[src/rtl/serial_alu.sv]
// Serial-opcode ALU: operand A and operand B arrive on consecutive
// transaction phases, each carrying one opcode bit; the result is registered.
//
// state  | meaning
// IDLE   | waiting for opcode_valid; captures op[0] and A
// HOLD_A | second cycle of A; the sample is ignored
// GET_B  | captures op[1] and B, or aborts if opcode_valid drops
// EXEC   | registers result/overflow and raises done
// DONE   | holds done until opcode_valid falls
module serial_alu #(
  parameter int DATA_WIDTH = 8
) (
  input  logic                  clk,
  input  logic                  reset_n,
  input  logic                  opcode_valid,
  input  logic                  opcode,
  input  logic [DATA_WIDTH-1:0] data,
  output logic                  done,
  output logic                  overflow,
  output logic [DATA_WIDTH-1:0] result
);

  localparam logic [2:0] IDLE   = 3'd0;
  localparam logic [2:0] HOLD_A = 3'd1;
  localparam logic [2:0] GET_B  = 3'd2;
  localparam logic [2:0] EXEC   = 3'd3;
  localparam logic [2:0] DONE   = 3'd4;

  localparam logic [DATA_WIDTH-1:0] ONE = {{(DATA_WIDTH-1){1'b0}}, 1'b1};

  logic [2:0]            state;
  logic [1:0]            op_reg;
  logic [DATA_WIDTH-1:0] a_reg;
  logic [DATA_WIDTH-1:0] b_reg;
  logic [DATA_WIDTH:0]   wide;
  logic [DATA_WIDTH-1:0] alu_res;
  logic                  alu_ovf;

  // The extra MSB of wide is the carry for ADD and the borrow for SUB.
  always_comb begin
    wide    = '0;
    alu_res = '0;
    alu_ovf = 1'b0;
    case (op_reg)
      2'b00: begin
        wide    = {1'b0, a_reg} + {1'b0, b_reg};
        alu_res = wide[DATA_WIDTH-1:0];
        alu_ovf = wide[DATA_WIDTH];
      end
      2'b01: begin
        wide    = {1'b0, a_reg} - {1'b0, b_reg};
        alu_res = wide[DATA_WIDTH-1:0];
        alu_ovf = wide[DATA_WIDTH];
      end
      2'b10: begin
        alu_res = {{(DATA_WIDTH-1){1'b0}}, ^{a_reg, b_reg}};
      end
      default: begin
        if (a_reg > b_reg)
          alu_res = ONE;
        else if (a_reg == b_reg)
          alu_res = '0;
        else
          alu_res = '1;
      end
    endcase
  end

  always_ff @(posedge clk or negedge reset_n) begin
    if (!reset_n) begin
      state    <= IDLE;
      op_reg   <= '0;
      a_reg    <= '0;
      b_reg    <= '0;
      done     <= 1'b0;
      overflow <= 1'b0;
      result   <= '0;
    end else begin
      case (state)
        IDLE: begin
          if (opcode_valid) begin
            op_reg[0] <= opcode;
            a_reg     <= data;
            state     <= HOLD_A;
          end
        end
        HOLD_A: begin
          state <= opcode_valid ? GET_B : IDLE;
        end
        GET_B: begin
          if (opcode_valid) begin
            op_reg[1] <= opcode;
            b_reg     <= data;
            state     <= EXEC;
          end else begin
            state <= IDLE;
          end
        end
        EXEC: begin
          result   <= alu_res;
          overflow <= alu_ovf;
          done     <= 1'b1;
          state    <= DONE;
        end
        DONE: begin
          if (!opcode_valid) begin
            done  <= 1'b0;
            state <= IDLE;
          end
        end
        default: begin
          done  <= 1'b0;
          state <= IDLE;
        end
      endcase
    end
  end

endmodule
[config.mk]
export PLATFORM = sky130hd
export DESIGN_NAME = serial_alu
export DESIGN_NICKNAME = d
export VERILOG_FILES = /design/src/rtl/serial_alu.sv
export SDC_FILE = /design/constraint.sdc
export NUM_CORES = 1
export LEC_CHECK = 0
export BUFFER_PORTS_ARGS = -buffer_cell sky130_fd_sc_hd__buf_4
export CORE_MARGIN = 2
export CORE_UTILIZATION = 53
export DETAILED_ROUTE_END_ITERATION = 8
export PLACE_DENSITY = 0.82
export SLEW_MARGIN = 40
export SYNTH_ARGS = -nofsm -noshare
export SYNTH_HDL_FRONTEND = slang
export SYNTH_SLANG_ARGS = --single-unit
export TNS_END_PERCENT = 20
[constraint.sdc]
create_clock -name clk -period 1.9 [get_ports clk]
set_input_delay 0.38 -clock clk [delete_from_list [all_inputs] [get_ports clk]]
set_output_delay 0.38 -clock clk [all_outputs]
set_load 0.01 [all_outputs]
* After elaboration in Yosys (flattened, before gate mapping)
Cells that the tools add are included.
** Operators by class
- Reduce and logical (&&, ||, !) cells :: 8
- Equal/unequal tests :: 9
- Muxes and demuxes :: 11
- $lt $le $gt $ge :: 1
- Bitwise operators :: 1
- Add/sub/neg operators :: 2
** Operators with widths (number)
- $pmux W8 S3 :: 1
- $mux W8 :: 2
- $reduce_xor A16 Y1 :: 1
- $pmux W3 S5 :: 1
- $add A8 B8 Y9 :: 1
- $sub A8 B8 Y9 :: 1
- $eq A8 B8 Y1 :: 1
- $gt A8 B8 Y1 :: 1
- $reduce_and A2 Y1 :: 4
- $eq A3 B2 Y1 const B :: 2
- $mux W3 :: 2
- $mux W2 :: 2
- $ne A2 B2 Y1 const B :: 2
- $eq A3 B1 Y1 const B :: 1
- $eq A3 B3 Y1 const B :: 1
- $logic_not A3 Y1 :: 1
- $pmux W1 S3 :: 1
- $reduce_or A3 Y1 :: 1
- $eq A2 B1 Y1 const B :: 1
- $eq A2 B2 Y1 const B :: 1
- $logic_not A2 Y1 :: 1
- $pmux W1 S2 :: 1
- $mux W1 :: 1
- $not A1 Y1 :: 1
** Storage, ports and cells
- Logic and storage cells :: 40
- Input bits :: 12
- Bits in registers :: 31
- Output and inout port bits :: 10

* Depth between registers and ports, before layout
Gate-level depths: netlist of run 1.
- Depth in word-level cells :: 4
- Gate-level depth with buffers :: 10
- Mapped depth without buffers :: 10

* Least setup slack after synthesis of run 1
No wires, ideal clock.
- Path kind :: flip-flop to flip-flop
- Start :: reg a_reg[0]
- End :: reg result[6]
- Stages on the path, launching flop included :: 11
- Arrival time :: 1.853 ns
- Setup slack :: -0.077 ns
- Clock period less this slack :: 1.977 ns
- Cells stage by stage :: dfrtp_1 > inv_1 > ha_1 > inv_1 > fa_1 > a21o_1 > a21boi_0 > o21bai_1 > a32oi_1 > mux2i_1 > o21ai_1
** Between the ends
- Word-level cells in the longest chain between the ends :: 4
- Elaborated cells on any way between the ends :: 7
- Those cells by class :: add/sub (2); order compare (1); eq/ne (1); mux (3)
** Ends and longest elaborated chain
- start, declared :: line 33 : logic [DATA_WIDTH-1:0] a_reg;
- start signal, assigned :: line 83 : a_reg <= data;
- parallel branches: the longest is 3 deep, another holds $gt A8 B8 Y1
- $pmux W8 S3 * :: line 44 : case (op_reg)
- end signal, assigned :: line 100 : result <= alu_res;
- end, declared :: line 20 : output logic [DATA_WIDTH-1:0] result
Every way passes the cells marked *.
A chain may end at the register's enable or synchronous reset.

* Worst setup path in the final report of run 1
Same ends and word-level chain as after synthesis.

==> metrics.md, run 1 <==
| Metric | Value |
|---|---|
| Design Area, Final | ~2600 sq um |
| All-Layer GR Usage | 0.2279 |
| Leakage Power | roughly 1.2 nW |
| Slew @ Worst Pin | 0.5007 ns |
| RSZ-0062 raised after global routing | true |
| Status | finished with violations |
| Ys Warns | 0 |
| Internal power | 0.003072 W |
| Switch share | 0.4181 |
| Worst hold path class | in -> async |
| Sequential area share after synthesis | 0.3758 |
| Vias in the first global route | between 1500 and 2000 |
| Critical Path End Type | flip-flop |
| FF+latch count, synth | 31 |
| Final Skew | about 0.0067 ns |
| Relative slew slack | 0.6662 |
| CP required | 2.07 ns |
| GR Overflow Total | 0 |
| GR Util met1 | 0.2826 |
| TritonCTS clock tree | yes |
| Final Hold Vio Count | 0 |
| Place WS | -0.1571 ns |
| DRT Wirelength | ~4600 microns |
| DRT Pass-1 Iters | 6 |
| Die Ht | about 66 microns |
| Cts bufs inserted | 5 |
| Synth area leader | dfrtp_1 |
| Most common cell after layout, fill and taps aside | buf_4 |
| Psw | 0.002207 W |
| Clk_lat worst skew | around 0.29 ns |
| Final Core Density | 0.6960 |
| Commonest non-fill, non-tap cells in the layout | buf_4, dfrtp_1, nor2_1 |
| Hold WS | about 0.013 ns |
| Routed vias | between 1500 and 2000 |
| R2r setup slk | -0.21 ns |
| Syn Inst Count | 217 |
| Min Tclk post-route | roughly 2.1 ns |
| Syn nets | around 250 |
| MaxCap Viol Count | 0 |
| Startpoint types | flip-flop |
| Die area | about 4400 sq um |
| Synth top area share | 0.3758 |
| Worst vdd ir | roughly 0.88 mV |
| Global-route wire length before repair | ~7400 microns |
| Die width | 66.41 microns |
| Arrival time worst endpoint | 2.28 ns |
| Initial DRC count | ~120 |
| Initial antenna violation count | 0 |
| Root Driver | clkbuf_8 |
| Met2 track demand over resource | 0.3588 |
| Setup Crit Path Kind | reg -> reg |
| Pwr Total | 0.005279 W |
| Busiest grt layer | met2 |
| Avg WL per Cell | between 10 and 15 microns |
| Power Density | 2041 nW/um^2 |
| Largest cells by area after synthesis | dfrtp_1, ha_1, xnor2_1 |
| # nets final | about 300 |
| Upper clock frequency limit | around 0.47 GHz |
| Mapped Area | just over 2000 sq um |
| Initial Util | 0.5556 |
| Clk pin slew, worst setup/hold paths | 0.06 ns |
| Max Slew Vio Count | 0 |
| Row count | 22 |
| Antenna diodes | 0 |
| Area of the core | 3716 sq um |
| DPL Wire Length | 3310 microns |
| DP Area | roughly 2400 sq um |
| Synth Flop Type | dfrtp_1 |
| Post-CTS Hold Buffers | 0 |
| Sink Count | 31 |
| Synth cell types | 42 |
| Final setup viols | 5 |
| Input/output buffers | 21 |
| Combinational share of power | 0.679 |
| Number of flops mapped to enable cells by yosys | 0 |
| Final worst slack | -0.2095 ns |
| DRC | 0 |
| Largest net degree at the start of global routing | 32 |
| Routed Antenna Nets | 0 |
| Drt via density | about 5.4 |
| Clk pwr share | 0.092 |
| Fraction of layout cells with a size suffix above 1 | 0.2996 |
| Met3 Usage GRT | 0.06133 |
| Critical-path maximum fanout | 3 |
| # IOs | 22 |
| Area Growth Syn to Fin | 25.27% |
| Fill count | roughly 290 |
| Failing checks | setup timing |
| Tcrit/Tclk final | 1.110 |
| Reg power frac | 0.229 |
| Fraction of registers with async set/reset | 1.000 |
| Routability cong. | 0.9523 |
| CTS Buffer Depth | 2 |
| # H-tree levels | 2 |
| Post-Syn Area per Cell | approximately 9.5 sq um |
per-layer routing:
| layer | up-vias | share of wire |
|---|---|---|
| met1 | 783 | 0.45 |
| met2 | 62 | 0.46 |
| met3 | 17 | 0.062 |
| met4 | 0 | 0.030 |
| met5 | - | 0 |
| li1 | 848 | - |
path summary, 6_finish.rpt:
kind	start	endpoint	cells past startpoint
max	a_reg[0]	result[6]	10
min reg2reg	result[4]	result[4]	1
max reg2reg	a_reg[0]	result[6]	10
min	reset_n	b_reg[0]	1
max in group asynchronous	reset_n	a_reg[1]	1
min in group clk	data[7]	b_reg[7]	3
area by class of cell:
class / count / area [sq um] / share of cell area
inverter: 12 / 45.04 / 0.01742
sequential: 31 / 777.0 / 0.3004
clock buffer: 7 / 76.32 / 0.02951
multi-input combinational: 165 / 1237 / 0.4785
tap: 48 / 60.06 / 0.02322
timing repair buffer: 52 / 390.4 / 0.1509
critical path, cell delays in order (launching register included):
cell,delay [ns]
dfrtp_1,0.42
inv_2,0.09
ha_4,0.13
inv_2,0.03
fa_2,0.35
a21o_1,0.20
a21boi_1,0.15
o21bai_1,0.10
a32oi_1,0.21
mux2i_1,0.23
o21ai_1,0.08
synthesized netlist by cell type (2+ instances only):
cell type and number:
nor2b_1 5, nand2b_1 4, inv_1 12, nand2_1 13
mux2_2 10, o21ai_1 3, o31ai_1 2, dfrtp_1 31
a21oi_1 10, a21o_1 4, xnor2_1 18, ha_1 16
a31oi_1 3, nand4_1 2, nor3_1 4, buf_2 3
nor2_1 20, clkbuf_1 5, o22a_1 3, o21a_1 3
o21ai_0 19, fa_1 2, mux2i_1 3, nor3b_1 4
cells by family after synthesis:
kind of cell,share of synthesized area
and+or+nand+nor,0.1442
buffers and inverters,0.04363
adders and majority gates,0.1164
muxes,0.06909
DFF,0.3758
xor gates and xnor gates,0.08061
AOI/OAI and AO/OA,0.1703
power groups by stage:
stage | combinational [W] | clock [W] | sequential [W]
after CTS | 0.00343 | 0.000498 | 0.00120
after global placement | 0.00329 | 0 | 0.00119
after floorplan | 0.00229 | 0 | 0.00124
after global routing | 0.00392 | 0.000533 | 0.00125
final | 0.00359 | 0.000485 | 0.00121
after detailed placement | 0.00336 | 0 | 0.00121
stage by stage:
| step | std cells | TNS (ns) |
|---|---|---|
| after floorplan | 217 | -0.02277 |
| after global placement | 304 | -0.2658 |
| after global routing | 315 | -1.584 |
| after detailed placement | 304 | -0.4402 |
| after CTS | 313 | -0.4090 |
| final | 315 | -0.6367 |
what timing repair did:
item | CTS | global route
gates resized for setup | 2 | 7
buffers inserted | 2 | 2
endpoints found under the hold margin | 0 | 0
setup endpoints to repair | 8 | 8
pin swaps | 4 | 6
cloned | 0 | 0
Power figures use the tool's default switching activity.
==> run 2, diff against run 1 <==
--- a/config.mk
+++ b/config.mk
@@ -7,9 +7,9 @@
 export LEC_CHECK = 0
 export BUFFER_PORTS_ARGS = -buffer_cell sky130_fd_sc_hd__buf_4
 export CORE_MARGIN = 2
-export CORE_UTILIZATION = 53
+export CORE_UTILIZATION = 63
 export DETAILED_ROUTE_END_ITERATION = 8
-export PLACE_DENSITY = 0.82
+export PLACE_DENSITY = 0.91
 export SLEW_MARGIN = 40
 export SYNTH_ARGS = -nofsm -noshare
 export SYNTH_HDL_FRONTEND = slang
==> constraint.sdc (replaced) <==
create_clock -name clk -period 2.5 [get_ports clk]
set_input_delay 0.5 -clock clk [delete_from_list [all_inputs] [get_ports clk]]
set_output_delay 0.5 -clock clk [all_outputs]
set_load 0.01 [all_outputs]
==> metrics.md, run 2 (same netlist as run 1, synthesis figures left out) <==
| Metric | Value |
|---|---|
| Root Driver | clkbuf_4 |
| Worst vdd ir | 1.096 mV (+25%) |
| Row count | 20 (-9.1%) |
| Final Hold Vio Count | 0 (unchanged) |
| CTS Buffer Depth | 2 (unchanged) |
| DRT Pass-1 Iters | 4 (-2) |
| Final cell count without fillers | 282 (-10%) |
| Power Density | 1507 nW/um^2 (-26%) |
| Post-CTS setup buffers | 0 (-2) |
| Post-CTS Hold Buffers | 0 (unchanged) |
| Die area | 3751 sq um (-15%) |
| # H-tree levels | 2 (unchanged) |
| Clk_lat worst skew | 0.33 ns (+0.04 ns) |
| Routed vias | 1610 (-5.8%) |
| Area Growth Syn to Fin | 11.21% |
| Switch share | 0.4449 (+0.02686) |
| Cells after DPL | 276 (-9.2%) |
| Arrival time worst endpoint | 2.51 ns (+0.23 ns) |
| Startpoint types | flip-flop |
| Setup Crit Path Kind | reg -> reg |
| Initial antenna violation count | 0 (unchanged) |
| Die Ht | 61.25 microns (-7.8%) |
| GR Overflow Total | 0 (unchanged) |
| Global-route wire length before repair | 6430 microns (-13%) |
| Antenna diodes | 0 (unchanged) |
| Place WS | 0.2567 ns (+0.4138 ns) |
| Initial Util | 0.6707 (+0.1152) |
| Critical Path End Type | flip-flop |
| Psw | 0.001539 W (-30%) |
| Die width | 61.25 microns (-7.8%) |
| Setup TNS | 0 ns (+0.6367 ns) |
| Routability cong. | 0.9396 (-1.3%) |
| CP required | 2.72 ns (+0.65 ns) |
| Fill count | 238 (-19%) |
| Area of the core | 3078 sq um (-17%) |
| TritonCTS clock tree | yes |
| # IOs | 22 (unchanged) |
| FF/Latch Area | 775.7 sq um (-0.16%) |
| Tcrit/Tclk final | 0.9141 (-0.1962) |
| Largest net degree at the start of global routing | 32 (unchanged) |
| Reg power frac | 0.281 (+0.052) |
| Post_cts resized | 0 (-2) |
| DRT Wirelength | 4078 microns (-11%) |
| Worst hold path class | in -> async |
| Routed Antenna Nets | 0 (unchanged) |
| Critical-path maximum fanout | 3 (unchanged) |
| Clk pin slew, worst setup/hold paths | 0.09 ns (+0.03 ns) |
| Fraction of layout cells with a size suffix above 1 | 0.1723 (-0.1274) |
| Avg WL per Cell | 14.46 microns (-0.19%) |
| Combinational share of power | 0.643 (-0.036) |
| Max Slew Vio Count | 0 (unchanged) |
| Vias in the first global route | 1432 (-13%) |
| DPL Wire Length | 3120 microns (-5.7%) |
| RSZ-0062 raised after global routing | false |
| Leakage Power | 1.013 nW (-13%) |
| Most common cell after layout, fill and taps aside | dfrtp_1 |
| Input/output buffers | 21 (unchanged) |
| Relative slew slack | 0.6577 (-0.008469) |
| Upper clock frequency limit | 0.4376 GHz (-7.7%) |
| Drt via density | 5.709 (+5.2%) |
| All-Layer GR Usage | 0.2412 (+0.01335) |
| Final worst slack | 0.2147 ns (+0.4242 ns) |
| Initial DRC count | 88 (-28%) |
| DRC | 0 (unchanged) |
| # nets final | 269 (-9.4%) |
| Clk pwr share | 0.075 (-0.017) |
| Sink Count | 31 (unchanged) |
| Final Skew | 0.002498 ns (-0.004181 ns) |
| Final setup viols | 0 (-5) |
| Status | finished clean |
| Area of the multi-input gates | 1199 sq um (-3.1%) |
| MaxCap Viol Count | 0 (unchanged) |
| Internal power | 0.001920 W (-37%) |
| Min Tclk post-route | 2.285 ns (+0.1758 ns) |
| Slew @ Worst Pin | 0.5134 ns (+0.01270 ns) |
| Commonest non-fill, non-tap cells in the layout | dfrtp_1, buf_4, nor2_1 |
| Cts bufs inserted | 5 (unchanged) |
| Final Core Density | 0.7459 (+0.04997) |
==> run 2: cell type report <==
class / count / area share
multi-input cells: 165 / 0.5221
flip-flops and latches: 31 / 0.3379
repair buffers: 24 / 0.07847
well taps: 44 / 0.02398
inverters: 12 / 0.01962
clock buffers: 6 / 0.01798
==> run 2: power groups by stage <==
| stage | clock [W] | sequential, W | combinational, W |
|---|---|---|---|
| detailed placement | 0 | 0.000987 | 0.00219 |
| CTS | 0.000270 | 0.000976 | 0.00221 |
| global route | 0.000288 | 0.00101 | 0.00245 |
| global placement | 0 | 0.000969 | 0.00217 |
| finish | 0.000260 | 0.000974 | 0.00223 |
| floorplan | 0 | 0.000936 | 0.00173 |
==> run 2: metal layers <==
metal / share of wire / global-route usage
met1: 0.47 / 0.3147
met2: 0.47 / 0.3921
met3: 0.050 / 0.06303
met4: 0.014 / 0.07764
met5: 0 / 0
==> run 2: worst paths after layout <==
| kind | cells after the start | slack [ns] | start | end |
|---|---|---|---|---|
| max | 10 | 0.21 | a_reg[0] | result[6] |
| min in group clk | 3 | 0.38 | data[5] | b_reg[5] |
| max in group asynchronous | 1 | 2.13 | reset_n | a_reg[1] |
| min | 1 | 0.08 | reset_n | result[2] |
| max reg2reg | 10 | 0.21 | a_reg[0] | result[6] |
| min reg2reg | 1 | 0.49 | result[4] | result[4] |
==> run 2: critical path: stages (launching register included) <==
cell and delay, ns:
dfrtp_1 0.43, inv_1 0.10, ha_1 0.18, inv_1 0.06
fa_1 0.39, a21o_1 0.19, a21boi_0 0.19, o21bai_1 0.14
a32oi_1 0.22, mux2i_1 0.21, o21ai_1 0.08
==> run 2: metrics by stage <==
| step | instance area (sq um) | hold slack (ns) | power (W) |
|---|---|---|---|
| final | 2296 | 0.07819 | 0.003460 |
| after global routing | 2296 | 0.1026 | 0.003746 |
| after CTS | 2296 | 0.09115 | 0.003453 |
| after detailed placement | 2255 | 0.4568 | 0.003178 |
| after global placement | 2255 | 0.4486 | 0.003141 |
| after floorplan | 2064 | 0.2044 | 0.002666 |
==> run 3, diff against run 2 <==
--- a/config.mk
+++ b/config.mk
@@ -5,11 +5,12 @@
 export SDC_FILE = /design/constraint.sdc
 export NUM_CORES = 1
 export LEC_CHECK = 0
-export BUFFER_PORTS_ARGS = -buffer_cell sky130_fd_sc_hd__buf_4
+export BUFFER_PORTS_ARGS = -buffer_cell sky130_fd_sc_hd__buf_2
 export CORE_MARGIN = 2
-export CORE_UTILIZATION = 63
+export CORE_UTILIZATION = 58
 export DETAILED_ROUTE_END_ITERATION = 8
-export PLACE_DENSITY = 0.91
+export PLACE_DENSITY = 0.85
+export SKIP_LAST_GASP = 1
 export SLEW_MARGIN = 40
 export SYNTH_ARGS = -nofsm -noshare
 export SYNTH_HDL_FRONTEND = slang
==> constraint.sdc (replaced) <==
create_clock -name clk -period 2.4 [get_ports clk]
set_input_delay 0.48 -clock clk [delete_from_list [all_inputs] [get_ports clk]]
set_output_delay 0.48 -clock clk [all_outputs]
set_load 0.01 [all_outputs]
==> metrics.md, run 3 (same netlist as run 1, synthesis figures left out) <==
| Metric | Value |
|---|---|
| Hold WS | 0.1651 ns (+0.08695 ns) |
| Relative slew slack | 0.5486 (-0.1091) |
| Critical R2R Launch | a_reg[0] |
| All-Layer GR Usage | 0.2253 (-0.01591) |
| Worst hold path class | in -> async |
| CP required | 2.66 ns (-0.06 ns) |
| Antenna diodes | 0 (unchanged) |
| Power Density | 1596 nW/um^2 (+5.9%) |
| Status | finished clean |
| Vias in the first global route | 1498 (+4.6%) |
| Critical-path top delay cell | dfrtp_1 |
| Max Slew Vio Count | 0 (unchanged) |
| RSZ-0062 raised after global routing | false |
| DRC | 0 (unchanged) |
| Critical-path maximum fanout | 3 (unchanged) |
| Area Growth Syn to Fin | 10.48% |
| Slew @ Worst Pin | 0.6771 ns (+0.1637 ns) |
| Startpoint types | flip-flop |
| Area of the core | 3390 sq um (+10%) |
| CP most frequent cell | inv_1 |
| Avg WL per Cell | 14.35 microns (-0.75%) |
| R2R cell count | 10 (unchanged) |
| Clk_lat worst skew | 0.34 ns (about the same) |
| Most common cell after layout, fill and taps aside | dfrtp_1 |
| Largest net degree at the start of global routing | 32 (unchanged) |
| Fraction of layout cells with a size suffix above 1 | 0.1833 (+0.01106) |
| # IOs | 22 (unchanged) |
| Commonest non-fill, non-tap cells in the layout | dfrtp_1, buf_2, nor2_1 |
| Arrival time worst endpoint | 2.43 ns (-0.08 ns) |
| Final Skew | 0.005434 ns (+0.002936 ns) |
| Critical Path End Type | flip-flop |
| Upper clock frequency limit | 0.4617 GHz (+5.5%) |
| Routed Antenna Nets | 0 (unchanged) |
| Sink Count | 31 (unchanged) |
| Setup Crit Path Kind | reg -> reg |
| TritonCTS clock tree | yes |
| Root Driver | clkbuf_4 |
| Min Tclk post-route | 2.166 ns (-0.1195 ns) |
| DPL Wire Length | 3166 microns (+1.5%) |
| Routability cong. | 0.9591 (+2.1%) |
| Crit path launch | a_reg[0] |
| # nets final | 269 (unchanged) |
| Crit path cell chain | inv_1 > ha_1 > inv_1 > fa_1 > a21o_1 > a21boi_1 > o21bai_1 > a21oi_1 > o21ai_0 > a31oi_1 |
| Global-route wire length before repair | 6989 microns (+8.7%) |
| Initial antenna violation count | 0 (unchanged) |
| Fill count | 254 (+6.7%) |
| DRT Wirelength | 4105 microns (+0.66%) |
| Clk pin slew, worst setup/hold paths | 0.10 ns (about the same) |
| Die width | 63.66 microns (+3.9%) |
| Worst vdd ir | 0.8663 mV (-21%) |
| FF/Latch Area | 775.7 sq um (unchanged) |
| Leakage Power | 1.009 nW (-0.42%) |
| Cts bufs inserted | 5 (unchanged) |
| Tcrit/Tclk final | 0.9024 (-0.01169) |
| Input/output buffers | 21 (unchanged) |
| MaxCap Viol Count | 0 (unchanged) |
| # H-tree levels | 2 (unchanged) |
| Row count | 21 (+5.0%) |
| Final Hold Vio Count | 0 (unchanged) |
| Area of the multi-input gates | 1206 sq um (+0.63%) |
| Setup TNS | 0 ns (unchanged) |
| Routed vias | 1589 (-1.3%) |
| DRT Pass-1 Iters | 4 (unchanged) |
| Drt via density | 5.556 (-2.7%) |
| Die area | 4053 sq um (+8.0%) |
| GR Overflow Total | 0 (unchanged) |
| Final setup viols | 0 (unchanged) |
| Largest stage delay on the critical path | 0.41 ns (-0.02 ns) |
| Die Ht | 63.66 microns (+3.9%) |
| Initial Util | 0.6091 (-0.06165) |
| Initial DRC count | 99 (+13%) |
| CTS Buffer Depth | 2 (unchanged) |
run 3: timing repair:
action / 4_1_cts / 5_1_grt
hold buffers: 0 / 0
setup buffers: 0 / 0
setup endpoints to repair: 0 / 2
resized for setup: 0 / 2
run 3: stage by stage:
stage | worst slack [ns] | utilization | cells | power [W] | area (sq um)
3_3_place_gp | 0.2298 | 0.6504 | 278 | 0.003200 | 2205
2_1_floorplan | 0.4227 | - | 217 | 0.002777 | 2064
5_1_grt | 0.03777 | 0.6729 | 286 | 0.003961 | 2281
6_report | 0.2342 | 0.6729 | 286 | 0.003641 | 2281
4_1_cts | 0.1700 | 0.6707 | 286 | 0.003631 | 2273
3_5_place_dp | 0.2152 | 0.6504 | 278 | 0.003262 | 2205
run 3: cell type report:
cell class              count  area share
multi-input cells         165      0.5288
flip-flops and latches     31      0.3401
repair buffers             24     0.05595
clock buffers               8     0.03017
well taps                  46     0.02523
inverters                  12     0.01975
run 3: metal layers:
layer	wire length (microns)	vias up	global-route usage
met5	0	-	0
met4	55	0	0.08152
met3	231	7	0.06429
met2	1974	45	0.3658
met1	1843	747	0.2856
li1	-	790	-
run 3: worst max-delay path, delay by kind of cell (launching register included):
family          cells  cell delay (ns)
compound gates      6             0.99
flops               1             0.41
buf+inv             2             0.14
fa+ha+maj           2             0.56
run 3: final timing paths:
kind                              to  slack (ns)
max                         overflow        0.23
max reg2reg                 overflow        0.23
min reg2reg                result[4]        0.49
min                        result[0]        0.17
max in group asynchronous   a_reg[6]        1.80
min in group clk            b_reg[7]        0.36
run 3: power breakdown:
| group | switching, W | internal (W) |
|---|---|---|
| clock | 0.000179 | 0.000172 |
| combinational | 0.00117 | 0.00111 |
| sequential | 0.000263 | 0.000744 |
| total | 0.00161 | 0.00203 |
